### src/rtl/dsp_column_carry_resolver.sv
// Column-sum to 17-bit limb normaliser: adds each DSP column sum to the running
// carry, emits the low limb, and flushes the leftover carry after the last column.
module dsp_column_carry_resolver #(
   parameter int IN_WIDTH    = 48,
   parameter int LIMB_WIDTH  = 17,
   parameter int NUM_COLS    = 8,
   parameter int FLUSH_LIMBS = 2
) (
   input  logic                  clk,
   input  logic                  reset,
   input  logic                  in_valid,
   output logic                  in_ready,
   input  logic [IN_WIDTH-1:0]   in_col,
   output logic                  out_valid,
   input  logic                  out_ready,
   output logic [LIMB_WIDTH-1:0] out_limb,
   output logic [3:0]            out_index,
   output logic                  out_last,
   output logic                  busy
);

   localparam int CW = IN_WIDTH - LIMB_WIDTH + 1;
   localparam logic [3:0] LAST_COL   = 4'(NUM_COLS - 1);
   localparam logic [3:0] LAST_FLUSH = 4'(FLUSH_LIMBS - 1);
   localparam logic [3:0] FLUSH_BASE = 4'(NUM_COLS);

   typedef enum logic {RUN, FLUSH} state_t;

   state_t                state, state_nxt;
   logic [CW-1:0]         carry, carry_nxt;
   logic [3:0]            col_cnt, col_cnt_nxt;
   logic [3:0]            flush_cnt, flush_cnt_nxt;
   logic                  slot_free;
   logic                  load;
   logic [LIMB_WIDTH-1:0] limb_nxt;
   logic [3:0]            index_nxt;
   logic                  last_nxt;
   logic [IN_WIDTH:0]     sum;

   // The output register can take a new limb if empty or being drained this cycle.
   assign slot_free = !out_valid || out_ready;
   assign sum       = {1'b0, in_col} + (IN_WIDTH + 1)'(carry);
   assign busy      = (col_cnt != '0) || (flush_cnt != '0);

   always_comb begin
      // NOTE: every signal gets a default here so no path leaves one unassigned,
      // which would otherwise infer a latch.
      state_nxt     = state;
      carry_nxt     = carry;
      col_cnt_nxt   = col_cnt;
      flush_cnt_nxt = flush_cnt;
      load          = 1'b0;
      in_ready      = 1'b0;
      limb_nxt      = '0;
      index_nxt     = '0;
      last_nxt      = 1'b0;

      case (state)
         RUN: begin
            in_ready = slot_free;
            if (in_valid && slot_free) begin
               load      = 1'b1;
               limb_nxt  = sum[LIMB_WIDTH-1:0];
               carry_nxt = sum[IN_WIDTH:LIMB_WIDTH];
               index_nxt = col_cnt;
               if (col_cnt == LAST_COL) begin
                  col_cnt_nxt = '0;
                  state_nxt   = FLUSH;
               end else begin
                  col_cnt_nxt = col_cnt + 4'd1;
               end
            end
         end
         FLUSH: begin
            if (slot_free) begin
               load      = 1'b1;
               limb_nxt  = carry[LIMB_WIDTH-1:0];
               carry_nxt = carry >> LIMB_WIDTH;
               index_nxt = FLUSH_BASE + flush_cnt;
               if (flush_cnt == LAST_FLUSH) begin
                  // Residual carry is provably zero here; clearing it keeps words independent.
                  last_nxt      = 1'b1;
                  carry_nxt     = '0;
                  flush_cnt_nxt = '0;
                  state_nxt     = RUN;
               end else begin
                  flush_cnt_nxt = flush_cnt + 4'd1;
               end
            end
         end
      endcase
   end

   always_ff @(posedge clk) begin
      // NOTE: registered state uses non-blocking assignments so every flop
      // samples pre-edge values regardless of statement order.
      if (reset) begin
         state <= RUN;
      end else begin
         state <= state_nxt;
      end
   end

   always_ff @(posedge clk) begin
      if (reset) begin
         carry     <= '0;
         col_cnt   <= '0;
         flush_cnt <= '0;
         out_valid <= 1'b0;
         out_limb  <= '0;
         out_index <= '0;
         out_last  <= 1'b0;
      end else begin
         carry     <= carry_nxt;
         col_cnt   <= col_cnt_nxt;
         flush_cnt <= flush_cnt_nxt;
         if (load) begin
            out_valid <= 1'b1;
            out_limb  <= limb_nxt;
            out_index <= index_nxt;
            out_last  <= last_nxt;
         end else if (out_ready) begin
            out_valid <= 1'b0;
         end
      end
   end

endmodule

### config.mk
export PLATFORM = sky130hd
export DESIGN_NAME = dsp_column_carry_resolver
export DESIGN_NICKNAME = d
export VERILOG_FILES = /design/src/rtl/dsp_column_carry_resolver.sv
export SDC_FILE = /design/constraint.sdc
export NUM_CORES = 1
export LEC_CHECK = 0
export BUFFER_PORTS_ARGS = -buffer_cell sky130_fd_sc_hd__buf_4
export CELL_PAD_IN_SITES_DETAIL_PLACEMENT = 1
export CELL_PAD_IN_SITES_GLOBAL_PLACEMENT = 2
export CORE_ASPECT_RATIO = 1.4
export CORE_MARGIN = 1
export CORE_UTILIZATION = 30
export CTS_CLUSTER_DIAMETER = 150
export DETAILED_ROUTE_END_ITERATION = 6
export PLACE_DENSITY = 0.84
export SYNTH_ARGS = -nofsm -noshare
export SYNTH_HDL_FRONTEND = slang
export SYNTH_SLANG_ARGS = --single-unit
### constraint.sdc
create_clock -name clk -period 2.9 [get_ports clk]
set_input_delay 0.29 -clock clk [delete_from_list [all_inputs] [get_ports clk]]
set_output_delay 0.29 -clock clk [all_outputs]
set_load 0.005 [all_outputs]
# Word level (Yosys, flattened, before mapping)
# Index checks and enable logic that the tools add are counted.
# W data, S select, Z words.
# word_totals
wordCells	53
output_inout_bits	25
register_bits	64
mem_bits_rw	0
in_bits	52
rom_bits	0
latch_bits	0
n_memories	0
# op_classes
div	0
reduce_logical	10
n_lt_le_gt_ge	0
n_eq_ne	4
shifts	0
add_sub_neg	4
muxes	26
bitwise	1
multipliers	0
# op_table
operator	n
$mux W32	2
$pmux W32 S2	1
$add A48 B32 Y49	1
$mux W17	2
$pmux W17 S2	1
$mux W4	4
$mux W15	1
$mux W1	12
$add A4 B1 Y4 const B	2
$pmux W4 S2	1
$reduce_bool A4 Y1	2
$reduce_and A2 Y1	3
$add A4 B4 Y4 const A	1
$eq A4 B1 Y1 const B	1
$eq A4 B3 Y1 const B	1
$pmux W1 S2	2
$logic_or A1 B1 Y1	2
$ne A2 B1 Y1 const B	1
$ne A2 B2 Y1 const B	1
$reduce_bool A2 Y1	1
$logic_and A1 B1 Y1	1
$logic_not A1 Y1	1
$not A1 Y1	1

# Logic depth before layout (Yosys ltp)
# Gate-level depths: netlist of run 1.
# depth
word_depth	6
depth_mapped	12
depth_no_buf	12

# Least setup slack after synthesis of run 1
# Ideal clock, no wire load.
# synth_path
path_type	register -> register
startpoint	reg carry[0]
endpoint	reg carry[7]
stages_incl_launch_ff	13
required_ns	2.809
setup_ns	0.091
synth_period_minus_slack_ns	2.816
path_buffers	0
setup_slack_ns	0.084
arrival_ns	2.725
path_cell_list	dfxtp_1 ha_1 inv_1 fa_1 and2b_1 o211ai_1 a311oi_1 a311o_1 a41oi_2 o21ai_1 a21oi_2 xnor2_1 a311oi_1
# synth_via
elab_chain_cells	3
# synth_lines
element	line_no	text
start: declaration	30	logic [CW-1:0] carry, carry_nxt;
start signal: assignment	114	carry <= carry_nxt;
$add A48 B32 Y49	42	assign sum = {1'b0, in_col} + (IN_WIDTH + 1)'(carry);
$mux W32	61	if (in_valid && slot_free) begin
$pmux W32 S2	58	case (state)
# Every way passes these cells. The select of a mux whose other input is x is not followed.
# A chain may end at the register's enable or synchronous reset.

# Worst setup path in the final report of run 1
# layout_path
startpoint	reg carry[0]
endpoint	reg carry[29]
# The elaborated chain is that of the path after synthesis.

==> reports/metrics.yaml, run 1 <==
synth:
  postSynthAreaPerCell_sq_um: 7.707
  netlist_area_sq_um: 4532
  synth-edff-count: 0
  synth_compound_area_frac: 0.3076
  synth_top_cell_by_area: "dfxtp_1"
  synthXorXnorAreaFrac: 0.08117
  synthAdderAreaFrac: 0.09829
  muxShareOfSynthArea: 0.004417
  synthSimpleGateAreaFrac: 0.1847
  synth_area_leaders: "dfxtp_1 28%, ha_1 9.4%, a21oi_1 6.4%"
  synth_fp_nets: 675
  synthDistinctLibCells: 54
  synth_top_family_by_area: "compound AO/OA/AOI/OAI gates"
  syn-instance-count: 588
  synthDominantCellAreaShare: 0.2827
  async_reset_ff_frac: 0
  synth_seq_cells: 64
  ys_seq_area_frac: 0.2827
  synth-main-ff-cell: "dfxtp_1"
  ys_warn_count: 0
layout:
  num_antenna_cells: 0
  final_common_cell: "buf_4"
  area_delta_synth_final_pct: 37.85
  fin_util: 0.4287
  final_cell_mix: "145 x buf_4, 66 x nand2_1, 62 x dfxtp_1"
  fin_nets: 798
  final_area_sq_um: 6247
  final_cells: 905
  drive_above_1_share: 0.2765
sta:
  setup_tns_ps: 0
  drv_slew: 0
  rsz0062_at_grt: "true"
  period_share: 0.9973
  tightest_slew_ps: 822.6
  max_freq_mhz: 345.8
  finalWorstSetupSlack_ps: 7.824
  setup_violations: 0
  hold_violations: 0
  whs_ps: 183.0
  period_needed_ps: 2892
  maxSlewHeadroom: 0.4516
  skew_ps: 10.86
worst_setup_path:
  r2r-start: "carry[0]"
  path_class: "reg -> reg"
  worstPathArrival_ps: 3160
  critPathBufInv: 3
  required_ps: 3160
  cp-start-kind: "flop"
  r2r_slack_ps: 8
  cp_slowest_cell: "dfxtp_2"
  crit_fanout: 8
  r2r_end: "carry[29]"
  critical-path-top-delay-family: "compound AO/OA/AOI/OAI gates"
  reg2reg_depth: 14
  max_stage_delay_ps: 350
  endpoint_kind: "flop"
  cp_cell_sequence: "ha_4, inv_2, fa_2, and2b_1, o211ai_1, a311oi_1, buf_4, o2111ai_4, a21oi_2, o21a_1, buf_12, o2111ai_1, xor2_1, o21ai_1"
die:
  core_sq_um: 14570
  ios: 77
  fp.dieH_um: 147.4
  placementRows: 52
  dieArea_sq_um: 15610
  start_util: 0.3110
  die_x_um: 105.9
placement:
  placed_area_sq_um: 5673
  place_congestion: 0.9183
  dp_cells: 878
  dp_hpwl_um: 13470
  pre_cts_ws_ps: -157.6
  port_buffers: 76
min_path:
  holdCritStartpoint: "in_valid"
  hold_path_class: "in -> reg"
  worstHoldEndpoint: "out_valid"
  hold_path_depth: 3
cts:
  cts-root-buf: "clkbuf_16"
  hold_buffers: 0
  clock_latency_ps: 340
  path_clk_slew_ps: 60
  clock_path_buffers: 2
  cts_inserted_buffers: 9
  cts_max_level: 3
  cts_sinks: 64
  tritoncts: "yes"
grt:
  track_usage: 0.2305
  overflow: 0
  grt_pass1_vias: 5185
  grt_max_degree: 34
  antenna_found_initial: 0
  grt_pass1_wl_um: 27610
route:
  ant_nets: 0
  drtIter0Drc: 199
  wl_um: 17650
  drc: 0
  avgViaCountPerCell: 5.594
  wire_per_inst_um: 19.51
  vias: 5063
  drtPass1Iterations: 5
status:
  status: "complete, no violations"
power_and_ir_drop:
  cellLeakagePower_nw: 2.624
  power_mw: 3.212
  power.density_nw_per_um2: 514.1
  peakVddDrop_mv: 0.2193
run:
  drv_cap: 0
## registers in the layout (all words and copies together) (netlist names)
name / count
state: 1
col_cnt: 4
carry: 32
flush_cnt: 4
out_last: 1
out_index: 4
out_limb: 17
out_valid: 1
## repair_timing
item                                    CTS  global route
resized for setup                        13            28
cloned                                    0             0
endpoints found under the setup margin   15            31
buffers inserted                          9             3
pin swaps                                 7            19
## report_power, final
group | switching [mW] | total (mW) | internal [mW]
registers | 0.0652 | 1.01 | 0.949
logic | 0.511 | 0.965 | 0.454
clock network | 0.452 | 1.23 | 0.781
## synth_stat cells, types with 3 or more instances
| cell type | instances |
|---|---|
| a211oi_1 | 11 |
| a21boi_0 | 3 |
| a21o_1 | 11 |
| a21oi_1 | 58 |
| a221oi_1 | 5 |
| a22oi_1 | 18 |
| a311oi_1 | 5 |
| a31oi_1 | 6 |
| and2_1 | 6 |
| and3_1 | 7 |
| clkbuf_1 | 31 |
| dfxtp_1 | 64 |
| ha_1 | 34 |
| inv_1 | 14 |
| nand2_1 | 68 |
| nand2b_1 | 3 |
| nand3_1 | 13 |
| nand4_1 | 9 |
| nor2_1 | 50 |
| nor2b_1 | 5 |
| nor3_1 | 13 |
| o2111ai_1 | 7 |
| o211ai_1 | 14 |
| o21a_1 | 7 |
| o21ai_0 | 32 |
| o21ai_1 | 11 |
| o21bai_1 | 4 |
| or3_1 | 4 |
| xnor2_1 | 11 |
| xor2_1 | 31 |
## how the worst max path moves through the flow
stage,start,depth (start not counted),endpoint
6_report,carry[0],14,carry[29]
5_1_grt,carry[0],14,carry[29]
4_1_cts,carry[1],12,carry[8]
3_5_place_dp,in_col[0],15,carry[25]
3_3_place_gp,in_col[0],15,carry[13]
2_1_floorplan,carry[0],12,carry[7]
## cells by family (layout without fill, tap and decap cells)
family                     Yosys count  after routing
AOI/OAI and AO/OA                  211            211
xor gates and xnor gates            42             42
adders and majority gates           35             35
buffers and inverters               49            177
DFF                                 64             64
muxes                                2              2
and+or+nand+nor                    185            185
## routing by layer
layer | part of all wire | vias up | global-route usage
met3 | 0.033 | 58 | 0.03219
met1 | 0.39 | 2457 | 0.2481
met2 | 0.52 | 150 | 0.4190
met5 | 0 | - | 0
met4 | 0.056 | 0 | 0.1465
li1 | - | 2398 | -
## worst reg2reg max path: stages (launching register included)
cell and delay, ps:
dfxtp_2 350, ha_4 140, inv_2 30, fa_2 320
and2b_1 230, o211ai_1 130, a311oi_1 320, buf_4 190
o2111ai_4 160, a21oi_2 180, o21a_1 190, buf_12 130
o2111ai_1 120, xor2_1 180, o21ai_1 140
## cell type report
type	instances	area, sq um
Fill cell	1781	8327
Multi-Input combinational cell	475	3224
Sequential cell	64	1284
Timing Repair Buffer	147	1120
Clock buffer	10	239.0
Tap cell	189	236.5
Clock inverter	6	91.34
Inverter	14	52.55
Power figures use the tool's default switching activity.
==> run 2, diff against run 1 <==
==> config.mk (replaced) <==
export PLATFORM = sky130hd
export DESIGN_NAME = dsp_column_carry_resolver
export DESIGN_NICKNAME = d
export VERILOG_FILES = /design/src/rtl/dsp_column_carry_resolver.sv
export SDC_FILE = /design/constraint.sdc
export NUM_CORES = 1
export LEC_CHECK = 0
export BUFFER_PORTS_ARGS = -buffer_cell sky130_fd_sc_hd__buf_4
export CORE_ASPECT_RATIO = 1.4
export CORE_MARGIN = 1
export CORE_UTILIZATION = 50
export CTS_CLUSTER_DIAMETER = 150
export DETAILED_ROUTE_END_ITERATION = 6
export PLACE_DENSITY = 0.81
export SYNTH_ARGS = -nofsm -noshare
export SYNTH_HDL_FRONTEND = slang
export SYNTH_SLANG_ARGS = --single-unit
==> reports/metrics.yaml, run 2 (same netlist as run 1, synthesis figures left out) <==
status:
  status: "complete, no violations"  # unchanged
sta:
  skew_ps: 6.269  # was 10.86 ps
  finalWorstSetupSlack_ps: 79.82  # was 7.824 ps
  setup_tns_ps: 0  # unchanged
  whs_ps: 181.7  # was 183.0 ps
  setup_violations: 0  # unchanged
  period_needed_ps: 2820  # was 2892 ps
  rsz0062_at_grt: "true"  # unchanged
  hold_violations: 0  # unchanged
  drv_slew: 0  # unchanged
  period_share: 0.9725  # was 0.9973
  tightest_slew_ps: 666.3  # was 822.6 ps
  max_freq_mhz: 354.6  # was 345.8 MHz
  maxSlewHeadroom: 0.5558  # was 0.4516
cts:
  cts-root-buf: "clkbuf_16"  # unchanged
  cts_sinks: 64  # unchanged
  clock_path_buffers: 2  # unchanged
  path_clk_slew_ps: 60  # about the same
  cts_max_level: 3  # unchanged
  tritoncts: "yes"  # unchanged
  cts_inserted_buffers: 9  # unchanged
  clock_latency_ps: 340  # about the same
  hold_buffers: 0  # unchanged
die:
  placementRows: 40  # was 52
  fp.dieH_um: 114.6  # was 147.4 um
  dieArea_sq_um: 9454  # was 15610 sq um
  ios: 77  # unchanged
  core_sq_um: 8708  # was 14570 sq um
  die_x_um: 82.46  # was 105.9 um
  start_util: 0.5204  # was 0.3110
worst_setup_path:
  r2r-start: "carry[20]"  # was carry[0]
  endpoint_kind: "flop"  # unchanged
  r2r_end: "carry[14]"  # was carry[29]
  cp_slowest_cell: "dfxtp_1"  # was dfxtp_2
  crit_fanout: 8  # unchanged
  cp_cell_sequence: "ha_1, buf_4, a21o_1, a21o_1, a221o_1, o211ai_2, a31oi_2, buf_4, buf_4, o32ai_1"  # was ha_4, inv_2, fa_2, and2b_1, o211ai_1, a311oi_1, buf_4, o2111ai_4, a21oi_2, o21a_1, buf_12, o2111ai_1, xor2_1, o21ai_1
  critPathBufInv: 3  # unchanged
  critical-path-top-delay-family: "compound AO/OA/AOI/OAI gates"  # unchanged
  r2r_slack_ps: 80  # was 8 ps
  critical_path.most_common_cell: "buf_4"
  max_stage_delay_ps: 400  # was 350 ps
  worstPathArrival_ps: 3070  # was 3160 ps
  reg2reg_depth: 10  # was 14
  cp-start-kind: "flop"  # unchanged
  path_class: "reg -> reg"  # unchanged
  required_ps: 3150  # was 3160 ps
route:
  wl_um: 14890  # was 17650 um
  avgViaCountPerCell: 6.066  # was 5.594
  drtIter0Drc: 286  # was 199
  drc: 0  # unchanged
  ant_nets: 0  # unchanged
  wire_per_inst_um: 18.56  # was 19.51 um
  drtPass1Iterations: 5  # unchanged
  vias: 4865  # was 5063
power_and_ir_drop:
  cellLeakagePower_nw: 2.520  # was 2.624 nW
  peakVddDrop_mv: 0.3908  # was 0.2193 mV
  power.density_nw_per_um2: 518.8  # was 514.1 nW/um^2
layout:
  fin_nets: 780  # was 798
  final_cells: 802  # was 905
  top_register: "carry"  # unchanged
  area_delta_synth_final_pct: 30.78  # was 37.85%
  final_cell_mix: "125 x buf_4, 68 x nand2_1, 63 x dfxtp_1"  # was 145 x buf_4, 66 x nand2_1, 62 x dfxtp_1
  final_common_cell: "buf_4"  # unchanged
  top_regs: "carry: 32 flops, out_limb: 17 flops"  # unchanged
  drive_above_1_share: 0.2367  # was 0.2765
  num-fill-cells: 759  # was 1781
  num_antenna_cells: 0  # unchanged
  largest_register_ffs: 32  # unchanged
min_path:
  holdCritStartpoint: "reset"  # was in_valid
  hold_path_class: "in -> reg"  # unchanged
  worstHoldEndpoint: "carry[13]"  # was out_valid
  hold_path_depth: 2  # was 3
run:
  drv_cap: 0  # unchanged
grt:
  grt_pass1_wl_um: 22100  # was 27610 um
  track_usage: 0.3183  # was 0.2305
  grt_pass1_vias: 4578  # was 5185
  gr-max-usage-layer: "met2"  # unchanged
  grt_util_met1: 0.3456  # was 0.2481
  overflow: 0  # unchanged
  grt_util_met3: 0.04064  # was 0.03219
  antenna_found_initial: 0  # unchanged
  use_met2: 0.5565  # was 0.4190
  grt_max_degree: 47  # was 34
placement:
  dp_hpwl_um: 11210  # was 13470 um
  dp_cells: 783  # was 878
  pre_cts_ws_ps: -119.2  # was -157.6 ps
  place_congestion: 0.9564  # was 0.9183
  port_buffers: 76  # unchanged
==> run 2: where the power goes <==
| part | switching [mW] | leakage [nW] | internal [mW] |
|---|---|---|---|
| Clock | 0.415 | 0.155 | 0.770 |
| Sequential | 0.0616 | 0.526 | 0.949 |
| Combinational | 0.466 | 1.84 | 0.413 |
| Total | 0.943 | 2.52 | 2.13 |
==> run 2: worst max path at each step <==
stage / cells past startpoint / slack [ps] / startpoint / endpoint
2_1_floorplan: 12 / 80 / carry[0] / carry[7]
3_3_place_gp: 15 / -70 / in_col[0] / carry[23]
3_5_place_dp: 14 / -120 / in_col[0] / carry[11]
4_1_cts: 10 / 4 / carry[12] / carry[16]
5_1_grt: 13 / -60 / carry[0] / carry[7]
6_report: 10 / 80 / carry[20] / carry[14]
==> run 2: metrics by stage <==
step | utilization | power [mW] | cell area [sq um]
5_1_grt | 0.6806 | 3.202 | 5927
2_1_floorplan | - | 1.505 | 4532
6_report | 0.6806 | 3.075 | 5927
4_1_cts | 0.6687 | 3.049 | 5823
3_3_place_gp | 0.6299 | 1.847 | 5485
3_5_place_dp | 0.6299 | 1.866 | 5485
==> run 2: layout make-up <==
type                            instances  area, sq um  share of cell area
Clock buffer                           10        239.0             0.04032
Clock inverter                          5        81.33             0.01372
Inverter                               14        52.55            0.008866
Multi-Input combinational cell        476         3159              0.5330
Sequential cell                        64         1282              0.2164
Tap cell                              105        131.4             0.02217
Timing Repair Buffer                  128        980.9              0.1655
==> run 2: per-layer routing <==
layer	vias up	share of wire
li1	2373	-
met1	2271	0.40
met2	177	0.51
met3	44	0.038
met4	0	0.054
met5	-	0
==> run 2: what timing repair did <==
action / CTS / global route
gates cloned: 0 / 1
setup buffers: 1 / 2
pin swaps: 2 / 13
endpoints found under the hold margin: 0 / 0
setup endpoints to repair: 10 / 29
resized for setup: 2 / 26
==> run 3, diff against run 2 <==
--- a/config.mk
+++ b/config.mk
@@ -7,7 +7,7 @@
 export LEC_CHECK = 0
 export BUFFER_PORTS_ARGS = -buffer_cell sky130_fd_sc_hd__buf_4
 export CORE_ASPECT_RATIO = 1.4
-export CORE_MARGIN = 1
+export CORE_MARGIN = 2
 export CORE_UTILIZATION = 50
 export CTS_CLUSTER_DIAMETER = 150
 export DETAILED_ROUTE_END_ITERATION = 6
==> reports/metrics.yaml, run 3 (same netlist as run 1, synthesis figures left out) <==
status:
  status: "complete, no violations"  # unchanged
layout:
  final_cells: 806  # was 802
  area_delta_synth_final_pct: 31.53  # was 30.78%
  fin_util: 0.6678  # was 0.6806
  top_register: "carry"  # unchanged
  final_cell_mix: "129 x buf_4, 68 x nand2_1, 62 x dfxtp_1"  # was 125 x buf_4, 68 x nand2_1, 63 x dfxtp_1
  final_area_sq_um: 5961  # was 5927 sq um
  final_common_cell: "buf_4"  # unchanged
  top_regs: "carry: 32 flops, out_limb: 17 flops"  # unchanged
  drive_above_1_share: 0.2532  # was 0.2367
  largest_register_ffs: 32  # unchanged
  num_antenna_cells: 0  # unchanged
  fin_nets: 782  # was 780
worst_setup_path:
  worstPathArrival_ps: 3140  # was 3070 ps
  required_ps: 3150  # about the same
  cp-start-kind: "flop"  # unchanged
  path_class: "reg -> reg"  # unchanged
  endpoint_kind: "flop"  # unchanged
  crit_fanout: 4  # was 8
cts:
  cts_inserted_buffers: 9  # unchanged
  cts-root-buf: "clkbuf_16"  # unchanged
  tritoncts: "yes"  # unchanged
  cts_max_level: 3  # unchanged
  hold_buffers: 0  # unchanged
  clock_path_buffers: 2  # unchanged
  clock_latency_ps: 340  # about the same
  cts_sinks: 64  # unchanged
  path_clk_slew_ps: 60  # about the same
sta:
  rsz0062_at_grt: "true"  # unchanged
  period_needed_ps: 2890  # was 2820 ps
  max_freq_mhz: 346.0  # was 354.6 MHz
  hold_violations: 0  # unchanged
  finalWorstSetupSlack_ps: 9.576  # was 79.82 ps
  maxSlewHeadroom: 0.5466  # was 0.5558
  setup_tns_ps: 0  # unchanged
  whs_ps: 183.3  # was 181.7 ps
  skew_ps: 6.751  # was 6.269 ps
  setup_violations: 0  # unchanged
  period_share: 0.9967  # was 0.9725
  tightest_slew_ps: 680.1  # was 666.3 ps
  drv_slew: 0  # unchanged
die:
  die_x_um: 84.46  # was 82.46 um
  fp.dieH_um: 116.6  # was 114.6 um
  placementRows: 41  # was 40
  core_sq_um: 8926  # was 8708 sq um
  dieArea_sq_um: 9852  # was 9454 sq um
  start_util: 0.5077  # was 0.5204
  ios: 77  # unchanged
placement:
  dp_cells: 789  # was 783
  dp_hpwl_um: 11230  # was 11210 um
  pre_cts_ws_ps: -77.03  # was -119.2 ps
  placed_area_sq_um: 5505  # was 5485 sq um
  port_buffers: 76  # unchanged
  place_congestion: 1.023  # was 0.9564
route:
  vias: 4927  # was 4865
  drtPass1Iterations: 5  # unchanged
  wire_per_inst_um: 18.52  # was 18.56 um
  wl_um: 14930  # was 14890 um
  drc: 0  # unchanged
  drtIter0Drc: 232  # was 286
  ant_nets: 0  # unchanged
  avgViaCountPerCell: 6.113  # was 6.066
power_and_ir_drop:
  seqPwrFrac: 0.327  # was 0.329
  power_mw: 3.092  # was 3.075 mW
  p_sw_mw: 0.9543  # was 0.9426 mW
  clkPwrFrac: 0.386  # about the same
  switching_share: 0.3087  # was 0.3065
  power.density_nw_per_um2: 518.7  # was 518.8 nW/um^2
  p_int_mw: 2.137  # was 2.132 mW
  cellLeakagePower_nw: 2.533  # was 2.520 nW
  combPwrFrac: 0.287  # was 0.286
  peakVddDrop_mv: 0.5026  # was 0.3908 mV
grt:
  grt_max_degree: 46  # was 47
  overflow: 0  # unchanged
  grt_pass1_wl_um: 23650  # was 22100 um
  grt_pass1_vias: 4850  # was 4578
  antenna_found_initial: 0  # unchanged
  track_usage: 0.3027  # was 0.3183
min_path:
  hold_path_class: "in -> reg"  # unchanged
run:
  drv_cap: 0  # unchanged
==> run 3: changes by cell type in the layout (fill, tap and decap cells not counted), moves of 2 or more <==
cell      before  now
buf_4        125  129
o21ai_0       22   26
o21ai_1       20   16
a211oi_1      10    8
a211oi_2       1    3
a21boi_0       1    3
a21boi_1       2    0
a21oi_1       57   55
a21oi_2        2    4
==> run 3: final timing paths <==
check | startpoint | to | slack [ps] | depth (start not counted)
min reg2reg | out_index[1] | out_index[1] | 460 | 2
max reg2reg | carry[0] | carry[21] | 10 | 14
min | in_valid | out_valid | 180 | 3
max | carry[0] | carry[21] | 10 | 14
==> run 3: layout make-up <==
class	count	area (sq um)
multi-input cells	475	3179
fillers	746	2965
flip-flops and latches	64	1284
repair buffers	131	991.0
clock buffers	10	239.0
well taps	107	133.9
clock inverters	5	81.33
inverters	14	52.55
==> run 3: critical path, stage by stage, from the launching register on <==
cell	delay [ps]
dfxtp_2	350
ha_4	130
inv_2	30
fa_2	320
and2b_1	220
o211ai_1	150
a311oi_2	330
buf_4	190
o2111ai_4	160
a21oi_2	150
o21a_1	190
buf_6	140
o211ai_1	90
xor2_1	190
o21ai_0	160
==> run 3: layer usage <==
metal | vias to the layer above | track usage | wire [um] | share of wire
met2 | 173 | 0.5317 | 7506 | 0.50
met1 | 2323 | 0.3445 | 5840 | 0.39
met3 | 46 | 0.03251 | 623 | 0.042
met4 | 0 | 0.2106 | 958 | 0.064
li1 | 2385 | - | - | -
met5 | - | 0 | 0 | 0
==> run 3: power by group through the flow <==
stage	Sequential [mW]	Combinational [mW]	Clock (mW)
floorplan	1.01	0.496	0
global placement	1.02	0.824	0
detailed placement	1.03	0.841	0
CTS	1.01	0.850	1.20
global route	1.02	0.972	1.23
finish	1.01	0.889	1.19
==> run 3: what timing repair did <==
item	CTS	global route
endpoints found under the setup margin	4	21
setup buffers	0	2
pin swaps	0	19
gates resized for setup	1	30
gates cloned	0	0
